**config.mk**
```make
export PLATFORM = sky130hd
export DESIGN_NAME = whack_scorer
export DESIGN_NICKNAME = d
export VERILOG_FILES = /design/src/rtl/whack_scorer.sv
export SDC_FILE = /design/constraint.sdc
export NUM_CORES = 1
export LEC_CHECK = 0
export BUFFER_PORTS_ARGS = -buffer_cell sky130_fd_sc_hd__buf_2
export CORE_MARGIN = 2
export CORE_UTILIZATION = 35
export CTS_CLUSTER_DIAMETER = 40
export DETAILED_ROUTE_END_ITERATION = 7
export REMOVE_ABC_BUFFERS = 1
export SLEW_MARGIN = 20
export SYNTH_ARGS = -nofsm -noshare
export SYNTH_HDL_FRONTEND = slang
export SYNTH_SLANG_ARGS = --single-unit
```
**constraint.sdc**
```tcl
create_clock -name clk -period 2.35 [get_ports clk]
set_clock_uncertainty 0.2 [all_clocks]
set_input_delay 0.1175 -clock clk [delete_from_list [all_inputs] [get_ports clk]]
set_output_delay 0.1175 -clock clk [all_outputs]
set_load 0.05 [all_outputs]
```
**src/rtl/whack_scorer.sv**
```systemverilog
`timescale 1ns/1ps
// whack_scorer
// Scores one round of whack-a-mole. Each raw button is synchronized,
// debounced and falling-edge detected. Every press is then judged against
// the lit moles while a round is running. The score saturates at 0..99 and
// is kept as BCD digits.
//
// Ports:
//   clk         system clock; every flop is clocked on its rising edge
//   reset       synchronous, active-high; returns the block to IDLE
//   start       level from a slide switch; a rising edge starts a round
//   key_n       raw active-low buttons, asynchronous to clk
//   mole_on     currently lit moles; sampled directly
//   score_bin   binary score 0..99 (10*tens + ones)
//   score_ones  BCD ones digit
//   score_tens  BCD tens digit
//   hit_pulse   one-cycle pulse per scored hit
//   miss_pulse  one-cycle pulse per penalized miss
//   playing     high while a round is running
//   game_over   high after the round timer has expired
module whack_scorer #(
    parameter int N_KEYS          = 4,
    parameter int DEBOUNCE_CYCLES = 500000,
    parameter int ROUND_CYCLES    = 1500000000
) (
    input  logic              clk,
    input  logic              reset,
    input  logic              start,
    input  logic [N_KEYS-1:0] key_n,
    input  logic [N_KEYS-1:0] mole_on,
    output logic [7:0]        score_bin,
    output logic [3:0]        score_ones,
    output logic [3:0]        score_tens,
    output logic              hit_pulse,
    output logic              miss_pulse,
    output logic              playing,
    output logic              game_over
);

    localparam int DW = $clog2(DEBOUNCE_CYCLES + 1);
    localparam int TW = $clog2(ROUND_CYCLES);

    typedef enum logic [1:0] {IDLE, PLAY, OVER} state_t;

    // ---------------- key conditioning ----------------
    logic [N_KEYS-1:0] sync1, sync2, stable, press;
    logic [DW-1:0]     db_cnt [N_KEYS];

    // NOTE: sequential state is always assigned with <= so that every flop
    // samples the values from before the edge, independent of statement order.
    always_ff @(posedge clk) begin
        if (reset) begin
            sync1  <= '1;
            sync2  <= '1;
            stable <= '1;
            press  <= '0;
            // NOTE: the debounce counters are individual flops rather than a
            // RAM, so clearing them all on reset is legal and intended.
            for (int i = 0; i < N_KEYS; i++) db_cnt[i] <= '0;
        end else begin
            sync1 <= key_n;
            sync2 <= sync1;
            press <= '0;
            for (int i = 0; i < N_KEYS; i++) begin
                if (sync2[i] == stable[i]) begin
                    db_cnt[i] <= '0;
                end else if (db_cnt[i] == DW'(DEBOUNCE_CYCLES)) begin
                    // Counter has seen DEBOUNCE_CYCLES differing cycles: accept.
                    stable[i] <= sync2[i];
                    db_cnt[i] <= '0;
                    press[i]  <= ~sync2[i];   // only the 1->0 transition is a press
                end else begin
                    db_cnt[i] <= db_cnt[i] + DW'(1);
                end
            end
        end
    end

    // ---------------- round FSM and score ----------------
    state_t        state, state_next;
    logic [TW-1:0] timer, timer_next;
    logic [3:0]    ones, tens, ones_next, tens_next;
    logic          start_q, start_rise;
    logic          hit, miss, clear;

    assign start_rise = start & ~start_q;

    always_ff @(posedge clk) begin
        if (reset) begin
            state      <= IDLE;
            timer      <= '0;
            ones       <= '0;
            tens       <= '0;
            start_q    <= 1'b0;
            hit_pulse  <= 1'b0;
            miss_pulse <= 1'b0;
        end else begin
            state      <= state_next;
            timer      <= timer_next;
            ones       <= ones_next;
            tens       <= tens_next;
            start_q    <= start;
            hit_pulse  <= hit;
            miss_pulse <= miss;
        end
    end

    // NOTE: every variable driven here gets a default first, so no path can
    // leave one unassigned and infer a latch.
    always_comb begin
        state_next = state;
        timer_next = timer;
        clear      = 1'b0;
        hit        = 1'b0;
        miss       = 1'b0;
        ones_next  = ones;
        tens_next  = tens;

        unique case (state)
            IDLE, OVER: begin
                if (start_rise) begin
                    state_next = PLAY;
                    timer_next = TW'(ROUND_CYCLES - 1);
                    clear      = 1'b1;
                end
            end
            PLAY: begin
                // The press in the last PLAY cycle is still judged below.
                if (timer == '0) state_next = OVER;
                else             timer_next = timer - TW'(1);
                hit  = |(press & mole_on);
                miss = |(press & ~mole_on) & ~hit;
            end
            default: state_next = IDLE;
        endcase

        if (clear) begin
            ones_next = '0;
            tens_next = '0;
        end else if (hit) begin
            if (!(tens == 4'd9 && ones == 4'd9)) begin
                if (ones == 4'd9) begin
                    ones_next = '0;
                    tens_next = tens + 4'd1;
                end else begin
                    ones_next = ones + 4'd1;
                end
            end
        end else if (miss) begin
            if (!(tens == 4'd0 && ones == 4'd0)) begin
                if (ones == 4'd0) begin
                    ones_next = 4'd9;
                    tens_next = tens - 4'd1;
                end else begin
                    ones_next = ones - 4'd1;
                end
            end
        end
    end

    // 10*tens = 8*tens + 2*tens
    assign score_bin  = {1'b0, tens, 3'b000} + {3'b000, tens, 1'b0} + {4'b0000, ones};
    assign score_ones = ones;
    assign score_tens = tens;
    assign playing    = (state == PLAY);
    assign game_over  = (state == OVER);

endmodule

```
Yosys cells after proc, flatten, opt, wreduce, memory -nomap -nowiden

Memory sizes are Yosys's and may differ from the RTL's.
Cells that the tools add are included.

Memories: 1
Bits in latches: 0
Register bits: 60
Memory bits (read-only): 0
RAM bits: 76
Bits of input ports: 11

Divide/modulo/power cells: 0
Shift-type cells: 0
Magnitude comparators: 0
Equal/unequal tests: 18
$mul: 0
Bitwise logic cells: 31
Mux-type cells: 80
Reduce and logical (&&, ||, !) cells: 25
Add/subtract/negate cells: 11

Memories:

| name   | words | width | rd ports | clocked after Yosys merged registers in | wr ports | RTL line | text |
|---|---|---|---|---|---|---|---|
| db_cnt | 4     | 19    | 4        | 0                                       | 4        | 47       | `logic [DW-1:0] db_cnt [N_KEYS];` |

Operators by type and width:

| kind                                                                  | count |
|---|---|
| 19-bit 2-to-1 mux                                                     | 12 |
| 19-bit by 1-bit adder with 19-bit output (second input constant)      | 4 |
| 19-bit == test (second input constant)                                | 4 |
| 31-bit 2-to-1 mux                                                     | 2 |
| 31-bit case mux with 2 select lines                                   | 1 |
| 1-bit 2-to-1 mux                                                      | 50 |
| 4-bit 2-to-1 mux                                                      | 12 |
| 31-bit zero test                                                      | 1 |
| 31-bit by 1-bit subtractor with 31-bit output (second input constant) | 1 |
| 1-bit NOT                                                             | 14 |
| 1-bit OR                                                              | 12 |
| 3-bit OR reduction                                                    | 4 |
| 2-bit AND reduction                                                   | 5 |
| 4-bit by 1-bit adder with 4-bit output (second input constant)        | 2 |
| 7-bit by 5-bit adder with 8-bit output                                | 1 |
| 8-bit by 4-bit adder with 8-bit output                                | 1 |
| 4-bit bitwise AND                                                     | 2 |
| 4-bit == test (second input constant)                                 | 2 |
| 4-bit zero test                                                       | 2 |
| 2-bit inequality test (second input constant)                         | 4 |
| 4-bit OR reduction                                                    | 2 |
| 4-bit by 1-bit subtractor with 4-bit output (second input constant)   | 2 |
| 3-bit AND reduction                                                   | 2 |
| 2-bit nonzero test                                                    | 3 |
| 12 further kinds                                                      | 20 |

Longest topological paths before layout

Word-level depth: 7
Mapped depth: 10
Depth with buffers taken out: 8

Worst setup path after synthesis

OpenSTA, ideal clock, no wires.

Path kind: reg2out
Start: register tens[0] (netlist: score_tens[0])
End: output score_bin[6]
Arrival time: 2910 ps
Cell stages (with the launch flop): 8
Path slack: -878 ps
Required time: 2033 ps
Cell sequence: dfxtp_1 > inv_1 > fa_1 > fa_1 > inv_1 > a21o_1 > a21oi_1 > xnor2_1

Word-level cells in the longest chain between the ends: 2

Ends and longest elaborated chain:

| item                                   | RTL line | text |
|---|---|---|
| start: declaration                     | 82       | `logic [3:0] ones, tens, ones_next, tens_next;` |
| start signal: assignment               | 101      | `tens <= tens_next;` |
| 7-bit by 5-bit adder with 8-bit output | 162      | `assign score_bin = {1'b0, tens, 3'b000} + {3'b000, tens, 1'b0} + {4'b0000, ones};` |
| 8-bit by 4-bit adder with 8-bit output | 162      |  |
| end: declaration                       | 31       | `output logic [7:0] score_bin,` |

Every way passes these cells.

Worst setup path in the final report

Start: register tens[2] (netlist: score_tens[2])
End: output score_bin[6]

Same word-level chain as after synthesis.

==> out/summary.txt <==
status: finished, violations left
failing checks: setup timing
Final Non-Filler Cells: 1251
RR Startpoint: timer[14]$_SDFFE_PP0P_
CP Capture Type: primary output
Clock Tree Buf Depth: 2
initial antenna violation count: 0
Die Y: 149 um
Synth top area share: 0.309
worst rel slew slack: 0.656
syn_area_per_cell: 9.62 um2
Synth cell types: 62
Sink Count: 136
Initial DRT Pass Iterations: 5
pin count of the biggest net entering global routing: 21
most frequent cells in the layout: nor2_1 (117), buf_4 (78), edfxtp_1 (76), conb_1 (76), xnor2_1 (56)
core footprint: 20900 um2
antenna-violating nets left: 0
metal3 WL: 378 um
Die Footprint: 22300 um2
Worst VDD drop: 0.000534 V
fin crit share: 1.15
required time worst endpoint: 2.03 ns
clock buffer count from CTS: 17
worst slew pin tran: 0.508 ns
Leakage: 3.69 nW
Area Overhead vs Synth: 30.0%
Die Wd: 149 um
DR top layer: met4
Async SR Flop Fraction: 0
Fin. Hold Viols: 0
row count: 53
Synth area leaders: edfxtp_1 (31%), dfxtp_1 (16%), xnor2_1 (6.7%)
commonest non-fill, non-tap cell in the layout: nor2_1
HP Start: mole_on[3]
area leader, netlist: edfxtp_1
CTS tree: yes
# diodes: 0
first-pass GRT wire length: 26500 um
total track usage: 0.146
post-layout min period: 2.71 ns
vias: 5984
Synth Warn #: 0
largest fanout on the critical path: 2
FF+latch count, synth: 136
gr ovfl total: 0
share of post-route cells with drive strength above 1: 0.200
max-cap violations: 0
Sequential Power Share: 0.451
nets: 994
gp weighted congestion: 0.797
vias in the first global route: 5686
DRC: 0
number of synthesized flops with an enable pin: 76
Inst Count DP: 1205
Highest Clock Rate: 0.369 GHz
switching power: 0.00142 W
critical path startpoint: score_tens[2]$_SDFFE_PP0P_
port bufs: 30
Setup TNS: -1.55 ns
unrepaired setup endpoints after global routing: yes
Iter 0 DRT Violations: 347
worst hold margin: 0.0500 ns
Post-Route M1 WL: 7760 um
Syn Inst Count: 769
Setup Crit Path Kind: flop to primary output
DRT Wirelength: 15300 um
Crit path arrival time: 2.39 ns
Worst-path clk slew: 0.05 ns
drt wl/cell: 12.2 um
final setup margin: -0.362 ns
Clk Latency, worst-skew pair: 0.43 ns
I/O pin cnt: 31
Cell Int Power: 0.00458 W
Power per Cell Area: 625 nW/um2
wire length on met2: 6860 um
final number of setup-violating endpoints: 7
startpoint types: flop
H-tree depth: 4
Most used DFF post-synth: edfxtp_1
Vias/cell: 4.78
Core Util, Final: 0.460
Hold Crit Class: input pin to flop
clock network power share: 0.443
sequential element share of the synthesized area: 0.471
final slew viol count: 0
Mapped Area: 7400 um2
Initial Util: 0.354
Root Buffer: clkbuf_16
Logic pwr share: 0.106
Sw Share: 0.237
DP HPWL: 11000 um
==> synthesized netlist by cell type, drive strengths merged (18+ instances only) <==
master / n
nand2: 44
nand3: 37
or3: 19
nor3: 33
xor2: 28
inv: 34
clkbuf: 18
dfxtp: 60
xnor2: 57
nor2: 117
ha: 18
or4: 18
edfxtp: 76
a21oi: 25
==> sequential cells by signal, summed over array words and instances (netlist names) <==
name and count:
stable 4, sync2 4, db_cnt 76, timer 31, press 4, miss_pulse 1, start_q 1, hit_pulse 1
sync1 4, state 2, score_tens 4, score_ones 4
==> power by group through the flow <==
stage | Clock, W | Combinational [W] | Sequential, W
CTS | 0.00272 | 0.000575 | 0.00270
global placement | 0 | 0.000551 | 0.00275
finish | 0.00266 | 0.000638 | 0.00271
global route | 0.00282 | 0.000706 | 0.00273
floorplan | 0 | 0.000315 | 0.00274
detailed placement | 0 | 0.000549 | 0.00275
==> logic make-up after synthesis <==
kind of cell / count (synthesis) / synth area share
and+or+nand+nor: 364 / 0.257
DFF: 136 / 0.471
AOI/OAI and AO/OA: 94 / 0.0829
xor gates and xnor gates: 85 / 0.101
buffers and inverters: 59 / 0.0389
adders and majority gates: 20 / 0.0359
muxes: 10 / 0.0135
other: 1 / 0.000507
==> final cells by class <==
cell class,count,area [um2]
Fill cell,2034,11300
Multi-Input combinational cell,649,4100
Sequential cell,136,3490
Timing Repair Buffer,125,971
Clock buffer,24,493
Tap cell,275,344
Inverter,34,128
Clock inverter,8,92.6
==> layer usage <==
metal / GRT usage / up-vias
met5: 0 / -
met3: 0.0315 / 20
met1: 0.200 / 2793
li1: - / 3094
met2: 0.228 / 77
met4: 0.0557 / 0
==> repair_timing <==
action | 4_1_cts | 5_1_grt
gates resized for setup | 24 | 31
pin swaps | 10 | 12
hold endpoints to repair | 36 | 0
cloned | 0 | 0
buffers inserted | 1 | 4
hold buffers | 11 | 0
setup endpoints to repair | 7 | 86
==> through the flow <==
stage | total power, W | setup WS (ns) | cell area (um2)
floorplan | 0.00306 | -0.878 | 7520
global placement | 0.00330 | -0.0482 | 8660
detailed placement | 0.00330 | -0.145 | 8660
CTS | 0.00600 | -0.410 | 9440
global route | 0.00625 | -0.500 | 9610
finish | 0.00601 | -0.362 | 9610
==> worst paths after layout <==
| kind | end | slack, ns | cells past startpoint |
|---|---|---|---|
| worst min register to register | sync2[0]$_SDFF_PP1_ | 0.20 | 1 |
| worst max register to register | timer[21]$_SDFFE_PP0P_ | -0.12 | 5 |
| worst min-delay path | miss_pulse$_SDFF_PP0_ | 0.05 | 3 |
| worst max-delay path | score_bin[6] | -0.36 | 9 |
==> worst max-delay path: stages, from the launching register on <==
cell,delay [ns]
dfxtp_2,0.33
inv_2,0.04
fa_1,0.48
buf_4,0.15
fa_2,0.35
inv_2,0.05
a21o_1,0.12
a21oi_2,0.06
xnor2_1,0.17
buf_4,0.23
(Power assumes the default switching activity.)
